## src/rtl/legv8_pkg.sv

```systemverilog
// legv8_pkg: shared fetch widths, reset PC and fetch FSM state encoding.
package legv8_pkg;
  localparam int PC_W_DEF = 32;
  localparam int INSTR_W_DEF = 32;
  localparam logic [31:0] RESET_PC_DEF = 32'h0;
  typedef enum logic {BOOT = 1'b0, FETCH = 1'b1} fetch_state_t;
endpackage

```

## src/rtl/fetch_out_buf.sv

```systemverilog
// fetch_out_buf: one-entry valid/ready holding register between fetch and decode.
module fetch_out_buf #(
  parameter int DW = 32,
  parameter int AW = 32
) (
  input  logic          clk,
  input  logic          rst_n,
  input  logic          load,
  input  logic          drain,
  input  logic          flush,
  input  logic [DW-1:0] data_in,
  input  logic [AW-1:0] pc_in,
  output logic          valid,
  output logic [DW-1:0] data,
  output logic [AW-1:0] pc
);
  always_ff @(posedge clk) begin
    if (!rst_n) begin
      valid <= 1'b0;
      data  <= '0;
      pc    <= '0;
    end else if (flush) begin
      valid <= 1'b0;
    end else if (load) begin
      valid <= 1'b1;
      data  <= data_in;
      pc    <= pc_in;
    end else if (drain) begin
      valid <= 1'b0;
    end
  end
endmodule

```

## src/rtl/pc_fetch_ctrl.sv

```systemverilog
// pc_fetch_ctrl: LEGv8 program counter and instruction fetch controller.
// Optional macro PC_ADDER_CHECK_EN adds a sticky check of the external PC adder.
module pc_fetch_ctrl
  import legv8_pkg::*;
#(
  parameter int PC_WIDTH = PC_W_DEF,
  parameter int INSTR_WIDTH = INSTR_W_DEF,
  parameter logic [PC_WIDTH-1:0] RESET_PC = PC_WIDTH'(RESET_PC_DEF)
) (
  input  logic                   clk,
  input  logic                   rst_n,
  output logic [PC_WIDTH-1:0]    pc_out,
  input  logic [PC_WIDTH-1:0]    pc_plus1_in,
  output logic                   imem_req,
  input  logic                   imem_ready,
  input  logic [INSTR_WIDTH-1:0] imem_rdata,
  input  logic                   br_taken,
  input  logic [PC_WIDTH-1:0]    br_target,
  input  logic                   stall,
  output logic                   instr_valid,
  input  logic                   instr_ready,
  output logic [INSTR_WIDTH-1:0] instr_out,
  output logic [PC_WIDTH-1:0]    instr_pc,
  output logic                   adder_err
);
  fetch_state_t state, state_d;
  logic done;
  always_ff @(posedge clk) begin
    if (!rst_n) state <= BOOT;
    else state <= state_d;
  end
  always_comb begin
    state_d  = FETCH;
    imem_req = (state == FETCH) && !stall && !br_taken && (!instr_valid || instr_ready);
    done     = imem_req && imem_ready;
  end
  // Branch wins over a completing fetch; the returned word is dropped by the flush.
  always_ff @(posedge clk) begin
    if (!rst_n) pc_out <= RESET_PC;
    else if (br_taken) pc_out <= br_target;
    else if (done) pc_out <= pc_plus1_in;
  end
  fetch_out_buf #(.DW(INSTR_WIDTH), .AW(PC_WIDTH)) u_buf (
    .clk     (clk),
    .rst_n   (rst_n),
    .load    (done),
    .drain   (instr_ready),
    .flush   (br_taken),
    .data_in (imem_rdata),
    .pc_in   (pc_out),
    .valid   (instr_valid),
    .data    (instr_out),
    .pc      (instr_pc)
  );
`ifdef PC_ADDER_CHECK_EN
  logic err;
  always_ff @(posedge clk) begin
    if (!rst_n) begin
      err <= 1'b0;
    end else if (done && (pc_plus1_in != pc_out + PC_WIDTH'(1))) begin
      err <= 1'b1;
`ifndef SYNTHESIS
      $display("pc_fetch_ctrl: adder error at pc %h: got %h, expected %h", pc_out, pc_plus1_in, pc_out + PC_WIDTH'(1));
`endif
    end
  end
  assign adder_err = err;
`else
  assign adder_err = 1'b0;
`endif
endmodule

```

## config.mk

```make
export PLATFORM = sky130hd
export DESIGN_NAME = pc_fetch_ctrl
export DESIGN_NICKNAME = d
export VERILOG_FILES = /design/src/rtl/legv8_pkg.sv /design/src/rtl/fetch_out_buf.sv /design/src/rtl/pc_fetch_ctrl.sv
export SDC_FILE = /design/constraint.sdc
export NUM_CORES = 1
export LEC_CHECK = 0
export BUFFER_PORTS_ARGS = -buffer_cell sky130_fd_sc_hd__buf_4
export CORE_MARGIN = 10
export CORE_UTILIZATION = 48
export DETAILED_ROUTE_END_ITERATION = 12
export GPL_TIMING_DRIVEN = 0
export HOLD_SLACK_MARGIN = 0.1
export PLACE_DENSITY_LB_ADDON = 0.2
export SYNTH_ARGS = -nofsm -noshare
export SYNTH_HDL_FRONTEND = slang
export SYNTH_SLANG_ARGS = --single-unit
```

## constraint.sdc

```tcl
create_clock -name clk -period 1.5 [get_ports clk]
set_input_delay 0.225 -clock clk [delete_from_list [all_inputs] [get_ports clk]]
set_output_delay 0.225 -clock clk [all_outputs]
set_load 0.02 [all_outputs]
```

Word level (Yosys, flattened, before mapping)
Index checks and enable logic that the tools add are counted.

Register bits after elaboration: 98. Latch bits: 0. Memory bits (writable): 0. ROM bits: 0. Bits of input ports: 102. Output and inout port bits: 99. Memories kept: 0.

Add/sub/neg operators: 0. $mul: 0. Div/mod/pow operators: 0. Order comparisons: 0. Equal/unequal tests: 0. Shifts and indexed selects: 0. Multiplexer cells: 5. Bitwise logic cells: 2. Reductions and logical operators: 12.

Operators by type and width (number): 32-bit two-way mux (2); 1-bit logical AND (4); 2-bit nonzero test (2); 1-bit zero test (3); 1-bit two-way mux (3); 1-bit inverter (2); 2-bit AND reduction (1); 2-bit OR reduction (1); 1-bit logical OR (1).

Longest topological paths before layout
Gate-level depths: netlist of run 1.

Depth after elaboration: 7. Mapped depth: 6.

Modules after synthesis
Synthesis of run 1 repeated with hierarchy kept, for this count alone.

Cell total of the unflattened synthesis: 468. Area total of the unflattened synthesis: 4377.9 µm².

Modules (own cells, without submodules): fetch_out_buf (times used 1, cells an instance 282, area each 2670.1 µm², seq. area each 1301.2 µm²); pc_fetch_ctrl (times used 1, cells an instance 186, area each 1707.9 µm², seq. area each 660.6 µm²).

Least setup slack after synthesis of run 1
Ideal clock, no wire load.

Path kind: reg2out. From: register u_buf.valid. To: output port imem_req. Arrival: 1.160 ns. Data required time: 1.275 ns. Path slack: 0.115 ns. Stages on the path, launching flop included: 6. Buffers on the path: 2. Cell sequence: dfxtp_1 nand2b_4 buf_2 buf_2 nand2_1 nor2_1.

Longest elaborated chain between the ends: 3.

Ends and longest elaborated chain: from (decl) (line fetch_out_buf.sv:13) `output logic valid,`; from (signal assigned) (line fetch_out_buf.sv:19) `valid <= 1'b0;`; from (signal assigned) (line fetch_out_buf.sv:23) `valid <= 1'b0;`; from (signal assigned) (line fetch_out_buf.sv:25) `valid <= 1'b1;`; 1-bit zero test (line pc_fetch_ctrl.sv:34) `imem_req = (state == FETCH) && !stall && !br_taken && (!instr_valid || instr_ready);`; 1-bit logical OR (line pc_fetch_ctrl.sv:34); 1-bit logical AND (line pc_fetch_ctrl.sv:34); to (decl) (line pc_fetch_ctrl.sv:14) `output logic imem_req,`.

Every way passes these cells.

Worst setup path after layout of run 1
From: register state. To: output port imem_req.

Longest elaborated chain between the ends: 3.

Ends and longest elaborated chain: from (decl) (line pc_fetch_ctrl.sv:26) `fetch_state_t state, state_d;`; from (signal assigned) (line pc_fetch_ctrl.sv:30) `else state <= state_d;`; 1-bit logical AND (3 in a row) (line pc_fetch_ctrl.sv:34).

Every way passes these cells.

==> impl_metrics.toml, run 1 <==
[sta]
fmax_mhz = 668
fin_hold_ws_ns = 0.114
slew_headroom = 0.629
worstMarginPinSlew_ns = 0.557
fin_crit_sh = 0.998
rsz0062_at_grt = "yes"
hold_viol_final = 0
finalClockSkew_ns = 0.0128
setup_viol = 0
finalCriticalPeriod_ns = 1.50
maxSlewViolCount = 0

[run_status]
outcome = "finished, final reports clean"

[pwr]
pwr-share-clk = 0.362
power_switching_share = 0.258
leakagePower_nw = 2.81
ir_drop_mv = 0.593
intPower_w = 0.00425
p_per_area_mw_per_mm2 = 863
seq_power_share = 0.478
power_switching_w = 0.00148
comb_power_share = 0.160

[die]
die_area_mm2 = 0.0141
io_pins = 201
initial_core_util = 0.498
die_x_um = 119
core_area_mm2 = 0.00937
fp-row-count = 35
die_h_um = 119

[routing]
ant_nets = 0
wl_per_cell_um = 18.0
vias_per_cell = 5.22
num_vias = 4487
dr.pass1.iters = 4
routed_wl_um = 15500
drt_iter0_drc = 241
drc_errors = 0

[worst_setup_path]
timing.critical_path.buf_inv = 3
path_class = "reg2out"
crit_family = "flip-flops"
crit_path_start_kind = "register"
arrival_ns = 1.27
cpPeakStageDelay_ns = 0.33
cpMostUsedCell = "buf_6"
rr_worst_depth = 5
path_cells = "nor2b_4 > buf_6 > buf_6 > nand2_2 > nor2_2 > buf_6"
cp-end-kind = "output port"
crit_path_top_delay_cell = "dfxtp_2"
cp_max_fo = 2
cp_num_cells = 6
cp.required_ns = 1.27

[synth]
synth.cell_area_mm2 = 0.00467
synth_cells = 514
ys_seq_elements = 98
ys_seq_area_frac = 0.420
syn_area_per_cell_um2 = 9.08
synth_nets = 616
ys.warnings.count = 0
ys_types = 22

[cts]
cts.sinks = 98
clock_path_buffers = 2
cts_max_level = 3
clk_pin_slew_ns = 0.10
numCtsBuffers = 9
clkLatencyLatePin_ns = 0.35
cts_root_buffer = "clkbuf_8"
cts_tree = "built"

[placed_design]
detailed_place_hpwl_um = 12000
postPlaceCellArea_mm2 = 0.00632
numPortBuffers = 198
gp_congestion = 0.812
dp.cells = 841

[final_layout]
num_antenna_cells = 0
drive_gt1_frac = 0.339
design_area_mm2 = 0.00664
layout.cells.non_filler = 860
layout_commonest_cell = "buf_4"
final_cell_mix = "buf_4, nand2_1, dfxtp_1, mux2i_1"
fill_cells = 772
final_util = 0.708
syn2layout_area_growth_pct = 42.2
layout.nets = 829

[global_routing]
grt_max_degree = 17
grt_use_total = 0.209
antenna_found_initial = 0
overflow = 0
grt_pass1_vias = 4739
grt_pass1_wl_um = 24600

[job]
drv_cap = 0

[hold_path]
whs_path_depth = 3
min_path_type = "in2reg"
[cell type report]
class,count,area (um2),area share
multi-input combinational,330,2250,0.338
clock inverter,6,113,0.0170
clock buffer,9,124,0.0187
timing repair buffer,203,1530,0.230
inverter,32,120,0.0181
buffer,53,379,0.0571
tap,129,161,0.0243
sequential,98,1960,0.296
[cell families (layout without fill, tap and decap cells)]
kind of cell           Yosys count  after routing  synth area share
and+or+nand+nor                200            200             0.221
AOI/OAI and AO/OA               65             65             0.121
DFF                             98             98             0.420
buffers and inverters           86            303            0.0997
other                            1              1          0.000803
muxes                           64             64             0.137
[cell usage after synthesis]
library cell,n,share of area
and4_1,32,0.060
a311oi_1,32,0.060
buf_12,7,0.030
nand2b_1,1,0.0013
clkbuf_1,33,0.027
nor2_1,1,0.00080
dfxtp_1,98,0.42
buf_4,2,0.0032
and3_4,1,0.0024
a21oi_1,1,0.0011
inv_1,32,0.026
and2_1,29,0.039
conb_1,1,0.00080
buf_2,11,0.012
nor2b_4,2,0.0059
nand2b_4,1,0.0029
o31a_1,32,0.060
nand3_1,1,0.0011
mux2i_1,64,0.14
and2_0,3,0.0040
buf_6,1,0.0024
nand2_1,129,0.10
[final timing paths]
kind	slack [ns]	end	from
worst max-delay path	0.003	imem_req	state$_DFF_P_
worst min-delay path	0.11	u_buf.data[6]$_SDFFE_PN0P_	imem_rdata[6]
worst max register to register	0.05	pc_out[4]$_SDFFE_PN0P_	u_buf.valid$_SDFFE_PP0P_
worst min register to register	0.46	u_buf.data[3]$_SDFFE_PN0P_	u_buf.data[3]$_SDFFE_PN0P_
[worst reg2reg max path, delay by kind of cell, from the launching register on]
| kind | cells | cell delay [ns] |
|---|---|---|
| compound gates | 2 | 0.48 |
| buf+inv | 2 | 0.41 |
| flops | 1 | 0.36 |
| simple gates | 1 | 0.08 |
[power by group through the flow]
stage | registers, W | clock network, W | logic, W
global placement | 0.00280 | 0 | 0.000879
CTS | 0.00274 | 0.00210 | 0.000912
floorplan | 0.00289 | 0 | 0.000358
global route | 0.00275 | 0.00222 | 0.000990
finish | 0.00274 | 0.00207 | 0.000917
detailed placement | 0.00280 | 0 | 0.000896
[registers in the layout (all words and copies together) (netlist names)]
name,count
u_buf.valid,1
u_buf.data,32
pc_out,32
u_buf.pc,32
state,1
[per-layer routing]
metal,track usage,part of all wire
met1,0.239,0.42
met2,0.365,0.49
met3,0.0647,0.077
met4,0.0573,0.013
met5,0,0
[through the flow]
stage	worst slack, ns	total power, W	setup TNS [ns]
2_1_floorplan	0.115	0.00325	0
3_3_place_gp	-0.0906	0.00368	-1.25
3_5_place_dp	-0.156	0.00370	-3.51
4_1_cts	-0.00468	0.00576	-0.00468
5_1_grt	-0.0566	0.00596	-0.0566
6_report	0.00279	0.00573	0
[repair_timing]
| item | in CTS | in global routing |
|---|---|---|
| hold endpoints to repair | 1 | 0 |
| endpoints found under the setup margin | 2 | 28 |
| hold buffers | 1 | 0 |
| resized for setup | 9 | 15 |
| pin swaps | 1 | 0 |
| buffers inserted | 4 | 0 |
Power figures use the tool's default switching activity.
==> run 2, diff against run 1 <==
--- a/config.mk
+++ b/config.mk
@@ -6,7 +6,6 @@
 export NUM_CORES = 1
 export LEC_CHECK = 0
 export BUFFER_PORTS_ARGS = -buffer_cell sky130_fd_sc_hd__buf_4
-export CORE_MARGIN = 10
 export CORE_UTILIZATION = 48
 export DETAILED_ROUTE_END_ITERATION = 12
 export GPL_TIMING_DRIVEN = 0
==> run 2 against run 1 <==
Compared with the run above:
- the run now ends with setup timing left
- fmax is 3.0% lower
- cell count increased by 0.47%
- sequential power about the same
- combinational power is essentially flat
- critical path depth is the same
- total power down 5.4%
- worst hold slack lost 0.0078 ns
- clock-buffer cell count grew 1
- sequential cell count stayed put
- final area fell by 0.11%
- critical path type unchanged
- critical endpoint unchanged
==> impl_metrics.toml, run 2 (synthesis gave the netlist of run 1 again) <==
[pwr]
leakagePower_nw = 2.79
ir_drop_mv = 0.492
p_per_area_mw_per_mm2 = 818

[sta]
setup_viol = 1
finalCriticalPeriod_ns = 1.54
rsz0062_at_grt = "yes"
finalClockSkew_ns = 0.0154
slew_headroom = 0.635
fin_crit_sh = 1.03
hold_viol_final = 0
setup_tns_ns = -0.0429
fmax_mhz = 648
worstMarginPinSlew_ns = 0.548
fin_ws_ns = -0.0429
maxSlewViolCount = 0

[worst_setup_path]
crit_family = "buffers and inverters"
arrival_ns = 1.32
path_class = "reg2out"
crit_path_start_kind = "register"
crit_start = "state$_DFF_P_"
crit_path_top_delay_cell = "dfxtp_2"
cpMostUsedCell = "buf_6"
cp.required_ns = 1.27
rrSetupSlack_ns = 0.03
cp_num_cells = 6
timing.critical_path.buf_inv = 3
path_cells = "nor2b_4 > buf_6 > buf_6 > nand2_2 > nor2_1 > buf_4"
crit_path_end = "imem_req"
rr_worst_depth = 6
timing.rr.start = "state$_DFF_P_"
cpPeakStageDelay_ns = 0.34
cp_max_fo = 2
reg2reg_to = "pc_out[25]$_SDFFE_PN0P_"
cp-end-kind = "output port"

[global_routing]
overflow = 0
antenna_found_initial = 0
grt_use_total = 0.266
grt_pass1_vias = 4471
grt_max_degree = 18
grt_pass1_wl_um = 21200

[final_layout]
syn2layout_area_growth_pct = 42.0
layout_commonest_cell = "buf_4"
reg.largest.list = "pc_out: 32 flops, u_buf.data: 32 flops, u_buf.pc: 32 flops"
design_area_mm2 = 0.00663
drive_gt1_frac = 0.333
layout.nets = 832
final_cell_mix = "buf_4, nand2_1, dfxtp_1, mux2i_1"
num_antenna_cells = 0

[cts]
cts_root_buffer = "clkbuf_8"
cts.sinks = 98
numCtsBuffers = 9
clock_path_buffers = 2
clk_pin_slew_ns = 0.10
cts_tree = "built"
clkLatencyLatePin_ns = 0.36
cts_max_level = 3

[routing]
drc_errors = 0
vias_per_cell = 5.20
routed_wl_um = 13700
dr.pass1.iters = 4
drt_iter0_drc = 136
ant_nets = 0
wl_per_cell_um = 15.8
num_vias = 4497

[placed_design]
gp_congestion = 0.808
dp_slack_ns = -0.119
detailed_place_hpwl_um = 10300
postPlaceCellArea_mm2 = 0.00632
numPortBuffers = 198

[die]
die_x_um = 101
core_area_mm2 = 0.00933
die_area_mm2 = 0.0101
io_pins = 201
initial_core_util = 0.501
fp-row-count = 35
die_h_um = 101

[run_status]
outcome = "finished, violations left"
violations = "setup timing"

[hold_path]
min_path_type = "in2reg"

[job]
drv_cap = 0
## run 2: cell count changes in the layout (fill, tap and decap cells not counted), moves of 2 or more
cell,previous run,this run
dlygate4sd3_1,1,5
clkinvlp_4,0,3
clkbuf_1,30,32
buf_6,8,6
bufinv_16,3,1
## run 2: area by class of cell
type / count / area (um2)
Timing Repair Buffer: 206 / 1560
Fill cell: 802 / 2700
Clock buffer: 10 / 128
Buffer: 53 / 382
Tap cell: 129 / 161
Sequential cell: 98 / 1960
Clock inverter: 6 / 72.6
Inverter: 32 / 120
Multi-Input combinational cell: 330 / 2240
## run 2: repair_timing
item                                    in CTS  in global routing
endpoints found under the setup margin       1                 23
hold buffers                                 4                  1
setup buffers                                3                  0
gates cloned                                 0                  0
gates resized for setup                     13                  5
hold endpoints to repair                     4                  1
pin swaps                                    1                  0
## run 2: where the power goes
part / switching [W] / internal [W]
Sequential: 0.0000607 / 0.00268
Combinational: 0.000452 / 0.000463
Clock: 0.000973 / 0.000790
## run 2: worst min path at each step
stage	startpoint	end	slack, ns	cells past startpoint
3_3_place_gp	rst_n	state$_DFF_P_	0.34	1
2_1_floorplan	rst_n	state$_DFF_P_	0.25	0
4_1_cts	imem_rdata[29]	u_buf.data[29]$_SDFFE_PN0P_	0.10	3
5_1_grt	imem_rdata[8]	u_buf.data[8]$_SDFFE_PN0P_	0.10	3
3_5_place_dp	rst_n	state$_DFF_P_	0.34	1
6_report	imem_rdata[28]	u_buf.data[28]$_SDFFE_PN0P_	0.11	3
## run 2: through the flow
step	hold slack [ns]	cells	utilization	power (W)
finish	0.106	864	0.711	0.00542
global route	0.105	864	0.711	0.00563
CTS	0.100	863	0.708	0.00545
detailed placement	0.340	841	0.677	0.00369
global placement	0.338	841	0.677	0.00367
floorplan	0.253	514	-	0.00325
## run 2: metal layers
metal,vias up,routed length [um],global-route usage,share of wire
met5,-,0,0,0
met4,0,455,0.117,0.033
met3,34,920,0.0541,0.067
met2,175,6680,0.482,0.49
met1,2089,5600,0.302,0.41
li1,2199,-,-,-
## run 2: tightest hold or removal path, stage by stage
cell,delay [ns]
buf_4,0.11
nand2_1,0.04
mux2i_1,0.05
==> run 3, diff against run 2 <==
--- a/config.mk
+++ b/config.mk
@@ -6,7 +6,9 @@
 export NUM_CORES = 1
 export LEC_CHECK = 0
 export BUFFER_PORTS_ARGS = -buffer_cell sky130_fd_sc_hd__buf_4
-export CORE_UTILIZATION = 48
+export CELL_PAD_IN_SITES_DETAIL_PLACEMENT = 1
+export CELL_PAD_IN_SITES_GLOBAL_PLACEMENT = 1
+export CORE_UTILIZATION = 34
 export DETAILED_ROUTE_END_ITERATION = 12
 export GPL_TIMING_DRIVEN = 0
 export HOLD_SLACK_MARGIN = 0.1
==> run 3 against run 2 <==
Compared with the run above:
- the flow now finishes without violations
- largest power group unchanged
- global-route usage is 3.8 points lower
- combinational power up 1%
- cell count is 5.2% higher
- critical path type unchanged
- clock power rose by 27%
==> impl_metrics.toml, run 3 (synthesis gave the netlist of run 1 again) <==
[global_routing]
grt_use_total = 0.229
grt_pass1_vias = 4923
overflow = 0
grt_pass1_wl_um = 25100
antenna_found_initial = 0
grt_max_degree = 17

[sta]
worstMarginPinSlew_ns = 0.606
finalCriticalPeriod_ns = 1.48
fin_crit_sh = 0.988
maxSlewViolCount = 0
finalClockSkew_ns = 0.00549
slew_headroom = 0.596
fmax_mhz = 674
hold_viol_final = 0
fin_hold_ws_ns = 0.125
setup_viol = 0
rsz0062_at_grt = "yes"

[cts]
clk_pin_slew_ns = 0.07
cts_max_level = 3
clock_path_buffers = 2
cts_root_buffer = "clkbuf_16"
numCtsBuffers = 9
clkLatencyLatePin_ns = 0.35
cts_tree = "built"
cts.sinks = 98

[routing]
routed_wl_um = 16000
num_vias = 4543
wl_met1_um = 6680
wl_met3_um = 1030
top_layer = "met4"
wl_met2_um = 7780
wl_per_cell_um = 17.6
drt_iter0_drc = 133
vias_per_cell = 5.00
drc_errors = 0
ant_nets = 0
dr.pass1.iters = 4

[final_layout]
layout.cells.non_filler = 909
layout.nets = 830
reg.largest.list = "pc_out: 32 flops, u_buf.data: 32 flops, u_buf.pc: 32 flops"
final_util = 0.508
fill_cells = 1544
layout_commonest_cell = "buf_4"
syn2layout_area_growth_pct = 44.6
drive_gt1_frac = 0.337
final_cell_mix = "buf_4, nand2_1, dfxtp_1, mux2i_1"
num_antenna_cells = 0

[die]
die_x_um = 119
core_area_mm2 = 0.0133
io_pins = 201
fp-row-count = 42
initial_core_util = 0.351
die_area_mm2 = 0.0142
die_h_um = 119

[run_status]
outcome = "finished, final reports clean"

[worst_setup_path]
cp_max_fo = 2
path_class = "reg2out"
rrSetupSlack_ns = 0.06
crit_path_start_kind = "register"
cp.required_ns = 1.27
arrival_ns = 1.26
cp-end-kind = "output port"

[pwr]
leakagePower_nw = 2.83
p_per_area_mw_per_mm2 = 874
ir_drop_mv = 0.394

[placed_design]
detailed_place_hpwl_um = 12100
dp.cells = 888
gp_congestion = 0.794
numPortBuffers = 198

[job]
drv_cap = 0

[hold_path]
min_path_type = "in2reg"
## run 3: per-stage QoR
step | total power (W) | area [um2] | setup slack, ns | setup TNS, ns
CTS | 0.00596 | 6730 | -0.00320 | -0.00320
global placement | 0.00369 | 6380 | -0.189 | -6.58
finish | 0.00591 | 6750 | 0.0174 | 0
floorplan | 0.00325 | 4670 | 0.115 | 0
global route | 0.00615 | 6750 | -0.0378 | -0.0389
detailed placement | 0.00372 | 6380 | -0.221 | -9.46
## run 3: per-layer routing
| metal | vias to the layer above | track usage |
|---|---|---|
| met5 | - | 0 |
| met4 | 0 | 0.110 |
| met3 | 31 | 0.0527 |
| met2 | 160 | 0.396 |
| met1 | 2158 | 0.264 |
| li1 | 2194 | - |
## run 3: worst paths after layout
check	start	to	cells past startpoint
setup / recovery	state$_DFF_P_	imem_req	6
hold reg to reg	u_buf.pc[31]$_SDFFE_PN0P_	u_buf.pc[31]$_SDFFE_PN0P_	2
setup reg to reg	state$_DFF_P_	pc_out[8]$_SDFFE_PN0P_	6
hold / removal	imem_rdata[27]	u_buf.data[27]$_SDFFE_PN0P_	3
## run 3: worst max-delay path: stages, from the launching register on
cell and delay (ns):
dfxtp_1 0.31, nor2b_4 0.14, buf_6 0.11, buf_8 0.09, nand2_4 0.05, nor2_4 0.09, buf_6 0.12
## run 3: power breakdown
group / switching (W) / internal [W]
registers: 0.0000628 / 0.00268
clock network: 0.00106 / 0.00117
logic: 0.000469 / 0.000458
total: 0.00159 / 0.00432
## run 3: repair_timing
action | CTS | global route
endpoints found under the setup margin | 1 | 17
gates resized for setup | 13 | 8
setup buffers | 5 | 0
hold endpoints to repair | 1 | 0
hold buffers | 1 | 0
## run 3: layout make-up
cell class,count,area [um2],share of cell area
inverters,32,120,0.0178
multi-input cells,330,2260,0.334
plain buffers,53,378,0.0559
well taps,176,220,0.0326
flip-flops and latches,98,1960,0.290
clock inverters,6,40.0,0.00593
repair buffers,204,1540,0.228
clock buffers,10,239,0.0354
